<file path="config.mk">
export PLATFORM = sky130hd
export DESIGN_NAME = dmem_port_arbiter_flat
export DESIGN_NICKNAME = d
export VERILOG_FILES = /design/src/rtl/dmem_port_arbiter_if.sv /design/src/rtl/dmem_port_arbiter.sv /design/src/flat_wrapper.sv
export SDC_FILE = /design/constraint.sdc
export NUM_CORES = 1
export LEC_CHECK = 0
export ABC_AREA = 1
export CAP_MARGIN = 20
export CORE_AREA = 3 3 95 97
export DETAILED_ROUTE_END_ITERATION = 12
export DIE_AREA = 0 0 98 100
export PLACE_DENSITY = 0.72
export SLEW_MARGIN = 20
export SYNTH_ARGS = -nofsm -noshare
export SYNTH_HDL_FRONTEND = slang
export SYNTH_SLANG_ARGS = --single-unit
export TNS_END_PERCENT = 30
</file>
<file path="constraint.sdc">
create_clock -name clk -period 2 [get_ports clk]
set_clock_uncertainty 0.15 [all_clocks]
set_input_delay 0.4 -clock clk [delete_from_list [all_inputs] [get_ports clk]]
set_output_delay 0.4 -clock clk [all_outputs]
set_load 0.01 [all_outputs]
</file>
<file path="src/rtl/dmem_port_arbiter_if.sv">
// Signal bundle between two requesters, the arbiter and a shared byte-write RAM port.
// The slave modport is the arbiter's view; master is the surrounding system.
interface dmem_port_arbiter_if #(
  parameter int unsigned ADDR_WIDTH = 11,
  parameter int unsigned NUM_COL    = 4,
  parameter int unsigned COL_WIDTH  = 8
);
  localparam int unsigned DATA_WIDTH = NUM_COL * COL_WIDTH;

  logic                  req0_valid;
  logic                  req0_ready;
  logic [ADDR_WIDTH-1:0] req0_addr;
  logic [NUM_COL-1:0]    req0_we;
  logic [DATA_WIDTH-1:0] req0_wdata;
  logic                  req0_lock;
  logic                  rsp0_valid;
  logic [DATA_WIDTH-1:0] rsp0_rdata;

  logic                  req1_valid;
  logic                  req1_ready;
  logic [ADDR_WIDTH-1:0] req1_addr;
  logic [NUM_COL-1:0]    req1_we;
  logic [DATA_WIDTH-1:0] req1_wdata;
  logic                  req1_lock;
  logic                  rsp1_valid;
  logic [DATA_WIDTH-1:0] rsp1_rdata;

  logic                  ram_en;
  logic [NUM_COL-1:0]    ram_we;
  logic [ADDR_WIDTH-1:0] ram_addr;
  logic [DATA_WIDTH-1:0] ram_din;
  logic [DATA_WIDTH-1:0] ram_dout;
  logic                  lock_abort;

  modport slave (
    input  req0_valid, req0_addr, req0_we, req0_wdata, req0_lock,
    input  req1_valid, req1_addr, req1_we, req1_wdata, req1_lock,
    input  ram_dout,
    output req0_ready, rsp0_valid, rsp0_rdata,
    output req1_ready, rsp1_valid, rsp1_rdata,
    output ram_en, ram_we, ram_addr, ram_din, lock_abort
  );

  modport master (
    output req0_valid, req0_addr, req0_we, req0_wdata, req0_lock,
    output req1_valid, req1_addr, req1_we, req1_wdata, req1_lock,
    output ram_dout,
    input  req0_ready, rsp0_valid, rsp0_rdata,
    input  req1_ready, rsp1_valid, rsp1_rdata,
    input  ram_en, ram_we, ram_addr, ram_din, lock_abort
  );
endinterface

</file>
<file path="src/rtl/dmem_port_arbiter.sv">
// Two-requester arbiter for one shared RAM port: round-robin grants, locked bursts
// bounded by LOCK_MAX beats, and single-cycle response routing from a registered owner tag.
module dmem_port_arbiter #(
  parameter int unsigned ADDR_WIDTH = 11,
  parameter int unsigned NUM_COL    = 4,
  parameter int unsigned COL_WIDTH  = 8,
  parameter int unsigned LOCK_MAX   = 8
) (
  input logic               clk,
  input logic               rst,
  dmem_port_arbiter_if.slave bus
);
  localparam int unsigned DATA_WIDTH = NUM_COL * COL_WIDTH;
  localparam int unsigned CNT_W      = $clog2(LOCK_MAX + 1);

  typedef enum logic [1:0] {ARB, LOCK0, LOCK1} state_e;

  state_e           state_q, state_d;
  logic             prio_q, prio_d;   // requester favoured on the next both-valid ARB cycle
  logic [CNT_W-1:0] cnt_q, cnt_d;
  logic [CNT_W-1:0] beat_cnt;
  logic             abort_q, abort_d;
  logic             rsp_pend_q;
  logic             owner_q;

  logic             gnt;
  logic             rdy0, rdy1;
  logic             acc;
  logic             lock_sel;

  logic [ADDR_WIDTH-1:0] addr_sel;
  logic [NUM_COL-1:0]    we_sel;
  logic [DATA_WIDTH-1:0] din_sel;

  // Grant selection, accept detection and lock/counter next-state
  always_comb begin
    state_d  = state_q;
    prio_d   = prio_q;
    cnt_d    = cnt_q;
    abort_d  = 1'b0;
    gnt      = 1'b0;
    rdy0     = 1'b0;
    rdy1     = 1'b0;

    case (state_q)
      ARB: begin
        gnt  = (bus.req0_valid & bus.req1_valid) ? prio_q : bus.req1_valid;
        rdy0 = bus.req0_valid & ~gnt;
        rdy1 = bus.req1_valid & gnt;
      end
      LOCK0: rdy0 = 1'b1;
      LOCK1: begin
        gnt  = 1'b1;
        rdy1 = 1'b1;
      end
      default: ;
    endcase

    if (rst) begin
      rdy0 = 1'b0;
      rdy1 = 1'b0;
    end

    acc      = (bus.req0_valid & rdy0) | (bus.req1_valid & rdy1);
    lock_sel = gnt ? bus.req1_lock : bus.req0_lock;
    beat_cnt = (state_q == ARB) ? CNT_W'(1) : cnt_q + CNT_W'(1);

    if (acc) begin
      prio_d = ~gnt;
      if (!lock_sel) begin
        state_d = ARB;
        cnt_d   = '0;
      end else if (beat_cnt >= CNT_W'(LOCK_MAX)) begin
        // Burst hit its limit: the beat completes but ownership is revoked
        state_d = ARB;
        cnt_d   = '0;
        abort_d = 1'b1;
      end else begin
        state_d = gnt ? LOCK1 : LOCK0;
        cnt_d   = beat_cnt;
      end
    end
  end

  always_ff @(posedge clk) begin
    if (rst) begin
      state_q    <= ARB;
      prio_q     <= 1'b0;
      cnt_q      <= '0;
      abort_q    <= 1'b0;
      rsp_pend_q <= 1'b0;
      owner_q    <= 1'b0;
    end else begin
      state_q    <= state_d;
      prio_q     <= prio_d;
      cnt_q      <= cnt_d;
      abort_q    <= abort_d;
      rsp_pend_q <= acc;
      owner_q    <= gnt;
    end
  end

  assign addr_sel = gnt ? bus.req1_addr  : bus.req0_addr;
  assign we_sel   = gnt ? bus.req1_we    : bus.req0_we;
  assign din_sel  = gnt ? bus.req1_wdata : bus.req0_wdata;

  assign bus.req0_ready = rdy0;
  assign bus.req1_ready = rdy1;
  assign bus.ram_en     = acc;
  assign bus.ram_we     = acc ? we_sel : '0;
  assign bus.ram_addr   = addr_sel;
  assign bus.ram_din    = din_sel;

  // RAM read data is registered, so it lines up with the tagged response cycle
  assign bus.rsp0_valid = rsp_pend_q & ~owner_q & ~rst;
  assign bus.rsp1_valid = rsp_pend_q &  owner_q & ~rst;
  assign bus.rsp0_rdata = bus.ram_dout;
  assign bus.rsp1_rdata = bus.ram_dout;
  assign bus.lock_abort = abort_q & ~rst;
endmodule

</file>
<file path="src/flat_wrapper.sv">
// flat-port wrapper written by rule: the top's interface ports become plain ports
module dmem_port_arbiter_flat 
#(
  parameter int unsigned ADDR_WIDTH = 11,
  parameter int unsigned NUM_COL    = 4,
  parameter int unsigned COL_WIDTH  = 8,
  parameter int unsigned LOCK_MAX   = 8
)
  (clk, rst, bus_req0_valid, bus_req0_addr, bus_req0_we, bus_req0_wdata, bus_req0_lock, bus_req1_valid, bus_req1_addr, bus_req1_we, bus_req1_wdata, bus_req1_lock, bus_ram_dout, bus_req0_ready, bus_rsp0_valid, bus_rsp0_rdata, bus_req1_ready, bus_rsp1_valid, bus_rsp1_rdata, bus_ram_en, bus_ram_we, bus_ram_addr, bus_ram_din, bus_lock_abort);
  dmem_port_arbiter_if #(.ADDR_WIDTH(ADDR_WIDTH), .NUM_COL(NUM_COL), .COL_WIDTH(COL_WIDTH)) bus_i ();
  input logic clk;
  input logic rst;
  input wire logic [$bits(bus_i.req0_valid)-1:0] bus_req0_valid;
  input wire logic [$bits(bus_i.req0_addr)-1:0] bus_req0_addr;
  input wire logic [$bits(bus_i.req0_we)-1:0] bus_req0_we;
  input wire logic [$bits(bus_i.req0_wdata)-1:0] bus_req0_wdata;
  input wire logic [$bits(bus_i.req0_lock)-1:0] bus_req0_lock;
  input wire logic [$bits(bus_i.req1_valid)-1:0] bus_req1_valid;
  input wire logic [$bits(bus_i.req1_addr)-1:0] bus_req1_addr;
  input wire logic [$bits(bus_i.req1_we)-1:0] bus_req1_we;
  input wire logic [$bits(bus_i.req1_wdata)-1:0] bus_req1_wdata;
  input wire logic [$bits(bus_i.req1_lock)-1:0] bus_req1_lock;
  input wire logic [$bits(bus_i.ram_dout)-1:0] bus_ram_dout;
  output wire logic [$bits(bus_i.req0_ready)-1:0] bus_req0_ready;
  output wire logic [$bits(bus_i.rsp0_valid)-1:0] bus_rsp0_valid;
  output wire logic [$bits(bus_i.rsp0_rdata)-1:0] bus_rsp0_rdata;
  output wire logic [$bits(bus_i.req1_ready)-1:0] bus_req1_ready;
  output wire logic [$bits(bus_i.rsp1_valid)-1:0] bus_rsp1_valid;
  output wire logic [$bits(bus_i.rsp1_rdata)-1:0] bus_rsp1_rdata;
  output wire logic [$bits(bus_i.ram_en)-1:0] bus_ram_en;
  output wire logic [$bits(bus_i.ram_we)-1:0] bus_ram_we;
  output wire logic [$bits(bus_i.ram_addr)-1:0] bus_ram_addr;
  output wire logic [$bits(bus_i.ram_din)-1:0] bus_ram_din;
  output wire logic [$bits(bus_i.lock_abort)-1:0] bus_lock_abort;
  assign bus_i.req0_valid = bus_req0_valid;
  assign bus_i.req0_addr = bus_req0_addr;
  assign bus_i.req0_we = bus_req0_we;
  assign bus_i.req0_wdata = bus_req0_wdata;
  assign bus_i.req0_lock = bus_req0_lock;
  assign bus_i.req1_valid = bus_req1_valid;
  assign bus_i.req1_addr = bus_req1_addr;
  assign bus_i.req1_we = bus_req1_we;
  assign bus_i.req1_wdata = bus_req1_wdata;
  assign bus_i.req1_lock = bus_req1_lock;
  assign bus_i.ram_dout = bus_ram_dout;
  assign bus_req0_ready = bus_i.req0_ready;
  assign bus_rsp0_valid = bus_i.rsp0_valid;
  assign bus_rsp0_rdata = bus_i.rsp0_rdata;
  assign bus_req1_ready = bus_i.req1_ready;
  assign bus_rsp1_valid = bus_i.rsp1_valid;
  assign bus_rsp1_rdata = bus_i.rsp1_rdata;
  assign bus_ram_en = bus_i.ram_en;
  assign bus_ram_we = bus_i.ram_we;
  assign bus_ram_addr = bus_i.ram_addr;
  assign bus_ram_din = bus_i.ram_din;
  assign bus_lock_abort = bus_i.lock_abort;
  dmem_port_arbiter #(.ADDR_WIDTH(ADDR_WIDTH), .NUM_COL(NUM_COL), .COL_WIDTH(COL_WIDTH), .LOCK_MAX(LOCK_MAX)) u_core (.clk(clk), .rst(rst), .bus(bus_i));
endmodule
</file>
Yosys cells after proc, flatten, opt, wreduce, memory -nomap -nowiden:

Cells that the tools add are included.

* register bits after elaboration: 10
* input bits: 132
* output and inout port bits: 117

* add/sub/neg operators: 1
* order comparisons: 1
* equal/unequal tests: 2
* muxes and demuxes: 18
* bitwise logic cells: 17
* reduce and logical (&&, ||, !) cells: 2

Operators by type and width (count)
* $mux 32: 1
* $mux 4: 5
* $mux 11: 1
* $and 1x1->1: 10
* $mux 2: 3
* $not 1->1: 6
* $pmux 1 s2: 3
* $mux 1: 5
* $add 4x1->4 const B: 1
* $ge 4x4->1 const B: 1
* $reduce_or 3->1: 1
* $eq 2x1->1 const B: 1
* $eq 2x2->1 const B: 1
* $logic_not 2->1: 1
* $or 1x1->1: 1

Depth between registers and ports, before layout:

Gate-level depths: netlist (run 1).

* word-level depth: 10
* depth in mapped cells: 10
* gate-level depth less buffers: 9

Worst setup path before layout (run 1):

OpenSTA, ideal clock, no wires.

* path kind: input port to output port
* start: input port bus_req0_valid
* end: output port bus_ram_we[0]
* arrival: 1.160 ns
* setup slack: 0.290 ns
* stages on the path: 8
* buffers on the path: 1
* path through: inv_1 > a21o_1 > nand2_1 > nand3_2 > nand2_2 > buf_6 > nand2_1 > inv_1

* word-level cells in the longest chain between the ends: 9
* elaborated cells between the ends (all ways): 15
* those cells by class: 8 x mux; 7 x bitwise

Ends and longest elaborated chain
* from (decl): line flat_wrapper.sv:13 `input wire logic [$bits(bus_i.req0_valid)-1:0] bus_req0_valid;`
* $and 1x1->1: line dmem_port_arbiter.sv:47 `gnt = (bus.req0_valid & bus.req1_valid) ? prio_q : bus.req1_valid;`
* $mux 1: line dmem_port_arbiter.sv:47
* $not 1->1: line dmem_port_arbiter.sv:48 `rdy0 = bus.req0_valid & ~gnt;`
* $and 1x1->1: line dmem_port_arbiter.sv:48
* $pmux 1 s2: line dmem_port_arbiter.sv:45 `case (state_q)`
* $mux 1: line dmem_port_arbiter.sv:59 `if (rst) begin`
* $and 1x1->1: line dmem_port_arbiter.sv:64 `acc = (bus.req0_valid & rdy0) | (bus.req1_valid & rdy1);`
* $or 1x1->1 *: line dmem_port_arbiter.sv:64
* named net bus_ram_en: line flat_wrapper.sv:30 `output wire logic [$bits(bus_i.ram_en)-1:0] bus_ram_en;`
* $mux 4 *: line dmem_port_arbiter.sv:110 `assign bus.ram_we = acc ? we_sel : '0;`
* to (decl): line flat_wrapper.sv:31 `output wire logic [$bits(bus_i.ram_we)-1:0] bus_ram_we;`

The timed path passes the listed nets; every way through them passes the cells marked *.

Final worst setup path (run 1):

* start: register u_core.prio_q
* end: output port bus_ram_we[3]

* word-level cells in the longest chain between the ends: 8
* elaborated cells between the ends (all ways): 14
* those cells by class: 8 x mux; 6 x bitwise

Ends and longest elaborated chain
* from (decl): line dmem_port_arbiter.sv:19 `logic prio_q, prio_d;`
* from (signal assigned): line dmem_port_arbiter.sv:95 `prio_q <= prio_d;`
* $mux 1 *: line dmem_port_arbiter.sv:47
* $not 1->1: line dmem_port_arbiter.sv:48
* $and 1x1->1: line dmem_port_arbiter.sv:48
* $pmux 1 s2: line dmem_port_arbiter.sv:45
* $mux 1: line dmem_port_arbiter.sv:59
* $and 1x1->1: line dmem_port_arbiter.sv:64
* $or 1x1->1: line dmem_port_arbiter.sv:64
* $mux 4 *: line dmem_port_arbiter.sv:110

Every way passes the cells marked *; elsewhere a longest branch is shown, timed or not.

==> results.json, run 1 <==
{
  "status": "finished with violations",
  "violations": "negative setup slack",
  "startpoint": "u_core.prio_q",
  "hpwl_um": 5450,
  "viasPerCell": 4.20,
  "pre_cts_slack_ns": -0.759,
  "hold_violations": 0,
  "startpoint_type": "flop",
  "synth_commonest_cells": "nand2_1 (171), buf_4 (69), inv_1 (11)",
  "synthSimpleGateAreaFrac": 0.492,
  "synthAdderAreaFrac": 0.00760,
  "antenna_found_initial": 0,
  "path_buf_inv": 6,
  "fin_nets": 546,
  "yosysTopAreaCellShare": 0.390,
  "cp-end-kind": "output port",
  "rr_endpoint": "u_core.cnt_q[1]",
  "drc": 0,
  "drt_pass1_iterations": 4,
  "drt-initial-drc-count": 70,
  "async_flop_share": 0,
  "synthMostInstantiatedCell": "nand2_1",
  "reg2reg_depth": 10,
  "rsz0062_at_grt": "yes",
  "wire_per_inst_um": 13.8,
  "min_path_cells": 2,
  "grt_max_degree": 18,
  "fmax_mhz": 489,
  "clk-insertion-delay-late_ns": 0.24,
  "min_path_type": "reg2reg",
  "rows": 33,
  "ys_ff_latch": 10,
  "cts_tree": "built",
  "cts_root_buf": "clkbuf_8",
  "synthesis.area_um2": 1650,
  "timing.rr.start": "u_core.prio_q",
  "wirelength_um": 7130,
  "syn_avg_cell_area_um2": 5.43,
  "diodes": 0,
  "cp_cell_sequence": "inv_2 > nand2_2 > buf_6 > nand3_4 > nand2_4 > buf_12 > buf_6 > nand2_2 > nand2_1 > nand2_1 > inv_1 > buf_2",
  "synth.largest_area_cell": "nand2_1",
  "syn_inst": 303,
  "numPortBuffers": 152,
  "grt_pass1_vias": 2137,
  "crit_path_max_fanout": 7,
  "io_pins": 249,
  "clkTransAtPathRegs_ns": 0.05,
  "cts_hold_buf": 0,
  "start_util": 0.200,
  "yosysUniqueCellTypes": 22,
  "yosys_warnings": 0,
  "fillers": 876,
  "final_layout_size_suffix_gt1_frac": 0.306,
  "crit_slowest_cell": "dfxtp_2",
  "maxCapViolations": 0,
  "fp.dieH_um": 100,
  "synthTopCellsByArea": "nand2_1 (39%), buf_4 (31%), dfxtp_1 (12%)",
  "gp_congestion": 0.804,
  "final-setup-viol-count": 11,
  "synth_edf_count": 0,
  "die_w_um": 98,
  "path_delay_family": "buffers and inverters",
  "arrival_ns": 1.50,
  "worstPathRequired_ns": 1.45,
  "fin_crit_sh": 1.02,
  "critical-path-max-stage-delay_ns": 0.32,
  "holdWs_ns": 0.351,
  "grt_use_total": 0.132,
  "synth_top_family_by_area": "simple AND/OR/NAND/NOR gates",
  "r2r_setup_slack_ns": 0.50,
  "via_count": 2169,
  "cts_buffer_depth": 2,
  "p_per_area_nw_per_um2": 475,
  "worstMarginPinSlew_ns": 0.219,
  "ctsHtreeMaxLevel": 1,
  "slew-limit-headroom": 0.854,
  "irDropWorstVdd_mv": 0.161,
  "p_leak_nw": 1.60,
  "muxShareOfSynthArea": 0,
  "clock-sinks": 10,
  "overflow": 0,
  "multi_input_area_um2": 991,
  "path_class": "reg2out",
  "ant_nets": 0,
  "ys_seq_area_frac": 0.122,
  "syn_nets": 436,
  "ys.flop_type": "dfxtp_1",
  "numCtsBuffers": 3,
  "synth_xor_xnor_area_share": 0,
  "core-area_um2": 8220,
  "area_delta_synth_final_pct": 85.7,
  "grt_pass1_wl_um": 10700,
  "final_max_slew_viol_count": 0,
  "die_area_um2": 9800,
  "critPathCapture": "bus_ram_we[3]",
  "path_depth": 12,
  "setup_ws_ns": -0.0461,
  "finalCriticalPeriod_ns": 2.05,
  "seqCellArea_um2": 206,
  "synth_compound_area_frac": 0.0167
}
==> layer usage <==
metal	share of wire	up-vias	wire, µm	track usage
met5	0	-	0	0
met4	0.027	0	195	0.0469
met3	0.089	31	631	0.0271
met2	0.52	115	3680	0.241
met1	0.37	943	2620	0.152
li1	-	1080	-	-
==> power breakdown <==
part / switching [mW] / internal (mW)
registers: 0.0115 / 0.213
clock network: 0.0849 / 0.174
logic: 0.455 / 0.514
total: 0.552 / 0.900
==> worst register-to-register path, stage by stage, from the launching register on <==
cell     delay (ns)
dfxtp_2        0.32
inv_2          0.04
nand2_2        0.06
buf_6          0.12
nand3_4        0.07
nand2_4        0.07
buf_12         0.15
nand2_1        0.08
nand2_1        0.14
nand3_1        0.12
nand2_1        0.06
==> worst min-delay path by stage <==
stage                               start         endpoint
after floorplan           u_core.cnt_q[3]  u_core.cnt_q[3]
after global placement    u_core.cnt_q[3]  u_core.cnt_q[3]
after detailed placement  u_core.cnt_q[3]  u_core.cnt_q[3]
after CTS                 u_core.cnt_q[3]  u_core.cnt_q[3]
after global routing      u_core.cnt_q[3]  u_core.cnt_q[3]
final                     u_core.cnt_q[3]  u_core.cnt_q[3]
==> cell families (layout without fill, tap and decap cells) <==
kind of cell               after synthesis  in the layout
adders and majority gates                1              1
DFF                                     10             10
and+or+nand+nor                        200            200
buffers and inverters                   87            196
AOI/OAI and AO/OA                        5              5
==> cells in the final DEF, fill, tap and decap left out, types with 2 or more instances in the layout <==
master           count
a21oi_1              3
buf_12               4
buf_16               2
buf_2               39
buf_4               15
buf_6               12
clkbuf_2             5
clkbuf_8             4
clkdlybuf4s50_1     96
dfxtp_1              7
dfxtp_2              2
dlygate4sd2_1        5
inv_1                9
inv_2                3
nand2_1            143
nand2_2             22
nand2_4              8
nand3_1              4
nand3_2              2
nand4_1              7
nor2_1               6
nor2_2               2
==> metrics by stage <==
stage                util  power [mW]  instances  TNS [ns]  area, µm²
finish              0.372        1.45        517    -0.183       3060
global route        0.372        1.55        517     -2.21       3060
CTS                 0.374        1.46        516     -2.39       3070
detailed placement  0.358        1.17        502    -34.07       2940
global placement    0.358        1.16        502    -32.94       2940
floorplan               -       0.700        303         0       1650
==> state kept, by name, summed over array words and instances, names as in the netlist <==
name,count
u_core.cnt_q,4
u_core.rsp_pend_q,1
u_core.owner_q,1
u_core.state_q,2
u_core.abort_q,1
u_core.prio_q,1
==> repair_timing <==
action                     4_1_cts  5_1_grt
setup endpoints to repair       53       49
pin swaps                       11       14
buffers inserted                 8        2
gates cloned                     3        0
resized for setup              214       48
==> final cells by class <==
cell class              instances  area share
well taps                     105      0.0430
multi-input cells             206       0.324
flip-flops and latches         10      0.0675
clock buffers                   4      0.0180
repair buffers                180       0.533
inverters                      12      0.0147
No activity file was read; power rests on OpenSTA's default activity.
==> run 2, diff against run 1 <==
--- a/config.mk
+++ b/config.mk
@@ -7,10 +7,12 @@
 export LEC_CHECK = 0
 export ABC_AREA = 1
 export CAP_MARGIN = 20
-export CORE_AREA = 3 3 95 97
+export CORE_AREA = 3 3 96 98
+export CTS_BUF_LIST = sky130_fd_sc_hd__clkbuf_4 sky130_fd_sc_hd__clkbuf_8
 export DETAILED_ROUTE_END_ITERATION = 12
-export DIE_AREA = 0 0 98 100
-export PLACE_DENSITY = 0.72
+export DIE_AREA = 0 0 99 101
+export DONT_BUFFER_PORTS = 1
+export PLACE_DENSITY = 0.33
 export SLEW_MARGIN = 20
 export SYNTH_ARGS = -nofsm -noshare
 export SYNTH_HDL_FRONTEND = slang
==> run 2 against run 1 <==
Compared with the run above:
- the run now ends clean
- first-iteration DRC count up 23%
- utilization decreased by 16 points
- critical path depth down 3
- flip-flop and latch count unchanged
- sequential power about the same
- design area is 41% lower
- sequential share of layout area increased by 4.5 points
- worst hold slack got worse by 0.27 ns
- worst setup slack improved by 0.094 ns
- clock power is essentially flat
- critical path type unchanged
- critical endpoint is now bus_ram_addr[7]
- highest routed layer unchanged
==> results.json, run 2 (same netlist as run 1, synthesis figures left out) <==
{
  "status": "completed",
  "crit_slowest_cell": "dfxtp_2",
  "final-setup-viol-count": 0,
  "rows": 34,
  "tns_ns": 0,
  "fmax_mhz": 512,
  "drt_pass1_iterations": 4,
  "path_buf_inv": 3,
  "clock-sinks": 10,
  "start_util": 0.193,
  "numPortBuffers": 0,
  "largest_reg_flops": 4,
  "whs_endpoint": "u_core.owner_q",
  "final_common_cell": "nand2_1",
  "seqPwrFrac": 0.194,
  "p_leak_nw": 0.949,
  "place_area_um2": 1340,
  "antenna_found_initial": 0,
  "min_path_type": "in2reg",
  "rsz0062_at_grt": "yes",
  "timing.rr.start": "u_core.prio_q",
  "rr_endpoint": "u_core.cnt_q[1]",
  "drc": 0,
  "drt-initial-drc-count": 86,
  "hpwl_um": 3950,
  "clk-insertion-delay-late_ns": 0.24,
  "cp-end-kind": "output port",
  "grt_pass1_vias": 1229,
  "cts_tree": "built",
  "wirelength_um": 6220,
  "r2r_setup_slack_ns": 0.17,
  "p_per_area_nw_per_um2": 643,
  "startpoint_type": "flop",
  "gp_congestion": 0.770,
  "clkTransAtPathRegs_ns": 0.05,
  "reg2reg_depth": 12,
  "fin_nets": 389,
  "intPower_uw": 662,
  "worstPathRequired_ns": 1.45,
  "switching_power_uw": 506,
  "top_regs": "u_core.cnt_q (4), u_core.state_q (2)",
  "final_cell_mix": "nand2_1 (122), nand2_2 (47), buf_4 (10)",
  "cts_root_buf": "clkbuf_8",
  "ant_nets": 0,
  "setup_ws_ns": 0.0482,
  "path_delay_family": "simple AND/OR/NAND/NOR gates",
  "core-area_um2": 8550,
  "diodes": 0,
  "final_max_slew_viol_count": 0,
  "overflow": 0,
  "cts_buffer_depth": 2,
  "power.share.clock": 0.221,
  "viasPerCell": 4.50,
  "area_delta_synth_final_pct": 10.3,
  "p_comb_frac": 0.585,
  "final_layout_size_suffix_gt1_frac": 0.373,
  "worst_path_most_repeated_cell": "nand2_2",
  "final_area_um2": 1820,
  "pre_cts_slack_ns": 0.262,
  "fp.dieH_um": 101,
  "maxCapViolations": 0,
  "hold_violations": 0,
  "io_pins": 249,
  "wire_per_inst_um": 17.1,
  "power_switching_share": 0.433,
  "finalCriticalPeriod_ns": 1.95,
  "worstMarginPinSlew_ns": 0.217,
  "via_count": 1634,
  "numCtsBuffers": 3,
  "grt_max_degree": 49,
  "path_class": "reg2out",
  "critical-path-max-stage-delay_ns": 0.34,
  "arrival_ns": 1.40,
  "crit_path_max_fanout": 8,
  "grt_pass1_wl_um": 6270,
  "irDropWorstVdd_mv": 0.256,
  "grt_use_total": 0.0791,
  "cp_cell_sequence": "inv_2 > nand2_2 > nand2_2 > nand2_4 > nand2_8 > buf_12 > clkbuf_16 > nand2_1 > nand2_2",
  "die_area_um2": 10000,
  "slew-limit-headroom": 0.855,
  "min-delay-start": "rst",
  "min_path_cells": 1,
  "regMostFlops": "u_core.cnt_q",
  "ctsHtreeMaxLevel": 1,
  "die_w_um": 99,
  "fin_crit_sh": 0.976
}
==> run 2: changes by cell type in the layout (fill, tap and decap cells not counted), moves of 7 or more <==
cell,previous run,this run
nand2_2,22,47
buf_6,12,1
clkbuf_16,0,7
buf_2,39,0
nand2_1,143,122
clkdlybuf4s50_1,96,0
==> run 2: worst max path at each step <==
stage / startpoint / end / slack (ns) / depth (start not counted)
final: u_core.prio_q / bus_ram_addr[7] / 0.05 / 9
after global routing: u_core.prio_q / bus_ram_din[0] / -0.02 / 9
after CTS: u_core.state_q[1] / bus_ram_we[3] / 0.0004 / 8
after detailed placement: u_core.state_q[1] / bus_ram_we[3] / 0.26 / 8
after global placement: u_core.state_q[1] / bus_ram_we[1] / 0.27 / 8
after floorplan: bus_req0_valid / bus_ram_we[0] / 0.29 / 8
==> run 2: power by group through the flow <==
stage | Clock, mW | Combinational (mW) | Sequential (mW)
floorplan | 0 | 0.476 | 0.223
global placement | 0 | 0.436 | 0.226
detailed placement | 0 | 0.439 | 0.226
CTS | 0.262 | 0.440 | 0.222
global route | 0.272 | 0.746 | 0.228
finish | 0.258 | 0.684 | 0.226
==> run 2: stage by stage <==
step,hold WS (ns),instances,power (mW),utilization
2_1_floorplan,0.295,303,0.700,-
3_3_place_gp,0.326,345,0.662,0.156
3_5_place_dp,0.316,345,0.664,0.156
4_1_cts,0.0737,349,0.924,0.163
6_report,0.0779,363,1.17,0.212
5_1_grt,0.0724,363,1.25,0.212
==> run 2: worst reg2reg max path, cell delays in order, from the launching register on <==
cell and delay (ns):
dfxtp_2 0.34, inv_2 0.04, nand2_2 0.07, nand2_2 0.06
nand2_4 0.10, nand2_8 0.11, buf_12 0.15, clkbuf_16 0.16
buf_4 0.15, nand2_1 0.08, nand2_1 0.15, nand3_1 0.12
nand2_1 0.05
==> run 2: repair_timing <==
item	CTS	global route
buffers inserted	0	6
resized for setup	0	66
endpoints found under the setup margin	0	49
hold buffers	0	0
==> run 2: routing by layer <==
| metal | up-vias | track usage | share of wire |
|---|---|---|---|
| li1 | 759 | - | - |
| met1 | 740 | 0.0900 | 0.39 |
| met2 | 127 | 0.138 | 0.49 |
| met3 | 8 | 0.0291 | 0.10 |
| met4 | 0 | 0.0242 | 0.010 |
| met5 | - | 0 | 0 |
==> run 2: final cells by class <==
| cell class | count | area [µm²] |
|---|---|---|
| Multi-Input combinational cell | 206 | 1010 |
| Tap cell | 108 | 135 |
| Sequential cell | 10 | 204 |
| Clock buffer | 4 | 55.1 |
| Inverter | 12 | 47.5 |
| Timing Repair Buffer | 23 | 362 |
| Fill cell | 965 | 6730 |
==> run 3, diff against run 2 <==
--- a/config.mk
+++ b/config.mk
@@ -12,7 +12,6 @@
 export DETAILED_ROUTE_END_ITERATION = 12
 export DIE_AREA = 0 0 99 101
 export DONT_BUFFER_PORTS = 1
-export PLACE_DENSITY = 0.33
 export SLEW_MARGIN = 20
 export SYNTH_ARGS = -nofsm -noshare
 export SYNTH_HDL_FRONTEND = slang
==> run 3 against run 2 <==
Compared with the run above:
- power down 9.8%
- die area unchanged
- clock-buffer cell count down 1
- sequential share of layout area up 1.1 points
- utilization down 1.8 points
- first-iteration DRC count up 100%
- clock power down 16%
- design area down 8.6%
- worst setup slack worse by 0.023 ns
- critical path type unchanged
==> results.json, run 3 (same netlist as run 1, synthesis figures left out) <==
{
  "final-setup-viol-count": 0,
  "utilization": 0.194,
  "dp_cells": 344,
  "final_cell_mix": "nand2_1 (156), nand2_2 (14), buf_12 (8)",
  "numPortBuffers": 0,
  "die_area_um2": 10000,
  "setup_ws_ns": 0.0255,
  "fp.dieH_um": 101,
  "wire_per_inst_um": 15.5,
  "worstPathRequired_ns": 1.45,
  "maxCapViolations": 0,
  "place_area_um2": 1320,
  "cp-end-kind": "output port",
  "ant_nets": 0,
  "min_path_type": "in2reg",
  "final_max_slew_viol_count": 0,
  "area_delta_synth_final_pct": 0.836,
  "grt_pass1_wl_um": 6150,
  "finalCriticalPeriod_ns": 1.97,
  "status": "completed",
  "numCtsBuffers": 3,
  "fin_crit_sh": 0.987,
  "p_leak_nw": 0.902,
  "io_pins": 249,
  "clk-insertion-delay-late_ns": 0.24,
  "irDropWorstVdd_mv": 0.223,
  "hpwl_um": 3820,
  "drt_pass1_iterations": 4,
  "clock-sinks": 10,
  "diodes": 0,
  "drt-initial-drc-count": 176,
  "path_class": "reg2out",
  "overflow": 0,
  "startpoint_type": "flop",
  "wirelength_um": 5530,
  "grt_max_degree": 33,
  "ctsHtreeMaxLevel": 1,
  "cts_root_buf": "clkbuf_8",
  "via_count": 1629,
  "largest_reg_flops": 4,
  "core-area_um2": 8550,
  "clkTransAtPathRegs_ns": 0.05,
  "fin_nets": 384,
  "seqCellArea_um2": 204,
  "final_area_um2": 1660,
  "holdWs_ns": 0.0764,
  "regMostFlops": "u_core.cnt_q",
  "tns_ns": 0,
  "fin_cells": 357,
  "p_per_area_nw_per_um2": 634,
  "power_mw": 1.05,
  "grt_pass1_vias": 1217,
  "drc": 0,
  "rows": 34,
  "cts_tree": "built",
  "start_util": 0.193,
  "die_w_um": 99,
  "fmax_mhz": 506,
  "arrival_ns": 1.42,
  "crit_path_max_fanout": 16,
  "worstMarginPinSlew_ns": 0.224,
  "gp_congestion": 0.827,
  "antenna_found_initial": 0,
  "slew-limit-headroom": 0.850,
  "hold_violations": 0,
  "multi_input_area_um2": 923,
  "pre_cts_slack_ns": 0.198,
  "top_regs": "u_core.cnt_q (4), u_core.state_q (2)",
  "cts_buffer_depth": 2,
  "fillers": 958,
  "viasPerCell": 4.56,
  "final_common_cell": "nand2_1",
  "final_layout_size_suffix_gt1_frac": 0.217,
  "grt_use_total": 0.0778
}
## run 3: changes by cell type in the layout (fill, tap and decap cells not counted), sizes merged
| cell | before | now |
|---|---|---|
| clkbuf | 11 | 7 |
| buf | 16 | 14 |
## run 3: layer usage
metal,track usage,up-vias,wire (µm)
met5,0,-,0
met4,0.0315,0,125
met3,0.0187,25,600
met2,0.135,124,2780
met1,0.0915,734,2020
li1,-,746,-
## run 3: layout make-up
| class | count | area share |
|---|---|---|
| clock buffers | 3 | 0.0249 |
| flip-flops and latches | 10 | 0.123 |
| inverters | 12 | 0.0286 |
| repair buffers | 18 | 0.186 |
| multi-input cells | 206 | 0.556 |
| well taps | 108 | 0.0814 |
## run 3: repair_timing
| action | CTS | global route |
|---|---|---|
| pin swaps | 0 | 5 |
| cloned | 0 | 4 |
| resized for setup | 2 | 34 |
| endpoints found under the setup margin | 2 | 20 |
| endpoints found under the hold margin | 0 | 0 |
| hold buffers | 0 | 0 |
| setup buffers | 0 | 6 |
## run 3: report_power, final
group | internal [mW] | switching, mW
Sequential | 0.213 | 0.0128
Combinational | 0.243 | 0.367
Clock | 0.132 | 0.0846
Total | 0.589 | 0.464
## run 3: final timing paths
kind | to | startpoint | cells past startpoint | slack (ns)
min | u_core.owner_q | rst | 1 | 0.08
max reg2reg | u_core.cnt_q[1] | u_core.state_q[0] | 9 | 0.37
min reg2reg | u_core.cnt_q[3] | u_core.cnt_q[3] | 2 | 0.34
max | bus_ram_din[13] | u_core.prio_q | 9 | 0.03
## run 3: worst max-delay path, stage by stage, from the launching register on
cell,delay (ns)
dfxtp_2,0.34
inv_1,0.06
nand2_2,0.08
nand2_2,0.07
nand2_4,0.10
nand2_8,0.08
buf_12,0.13
clkbuf_16,0.16
nand2_1,0.06
nand2_1,0.09
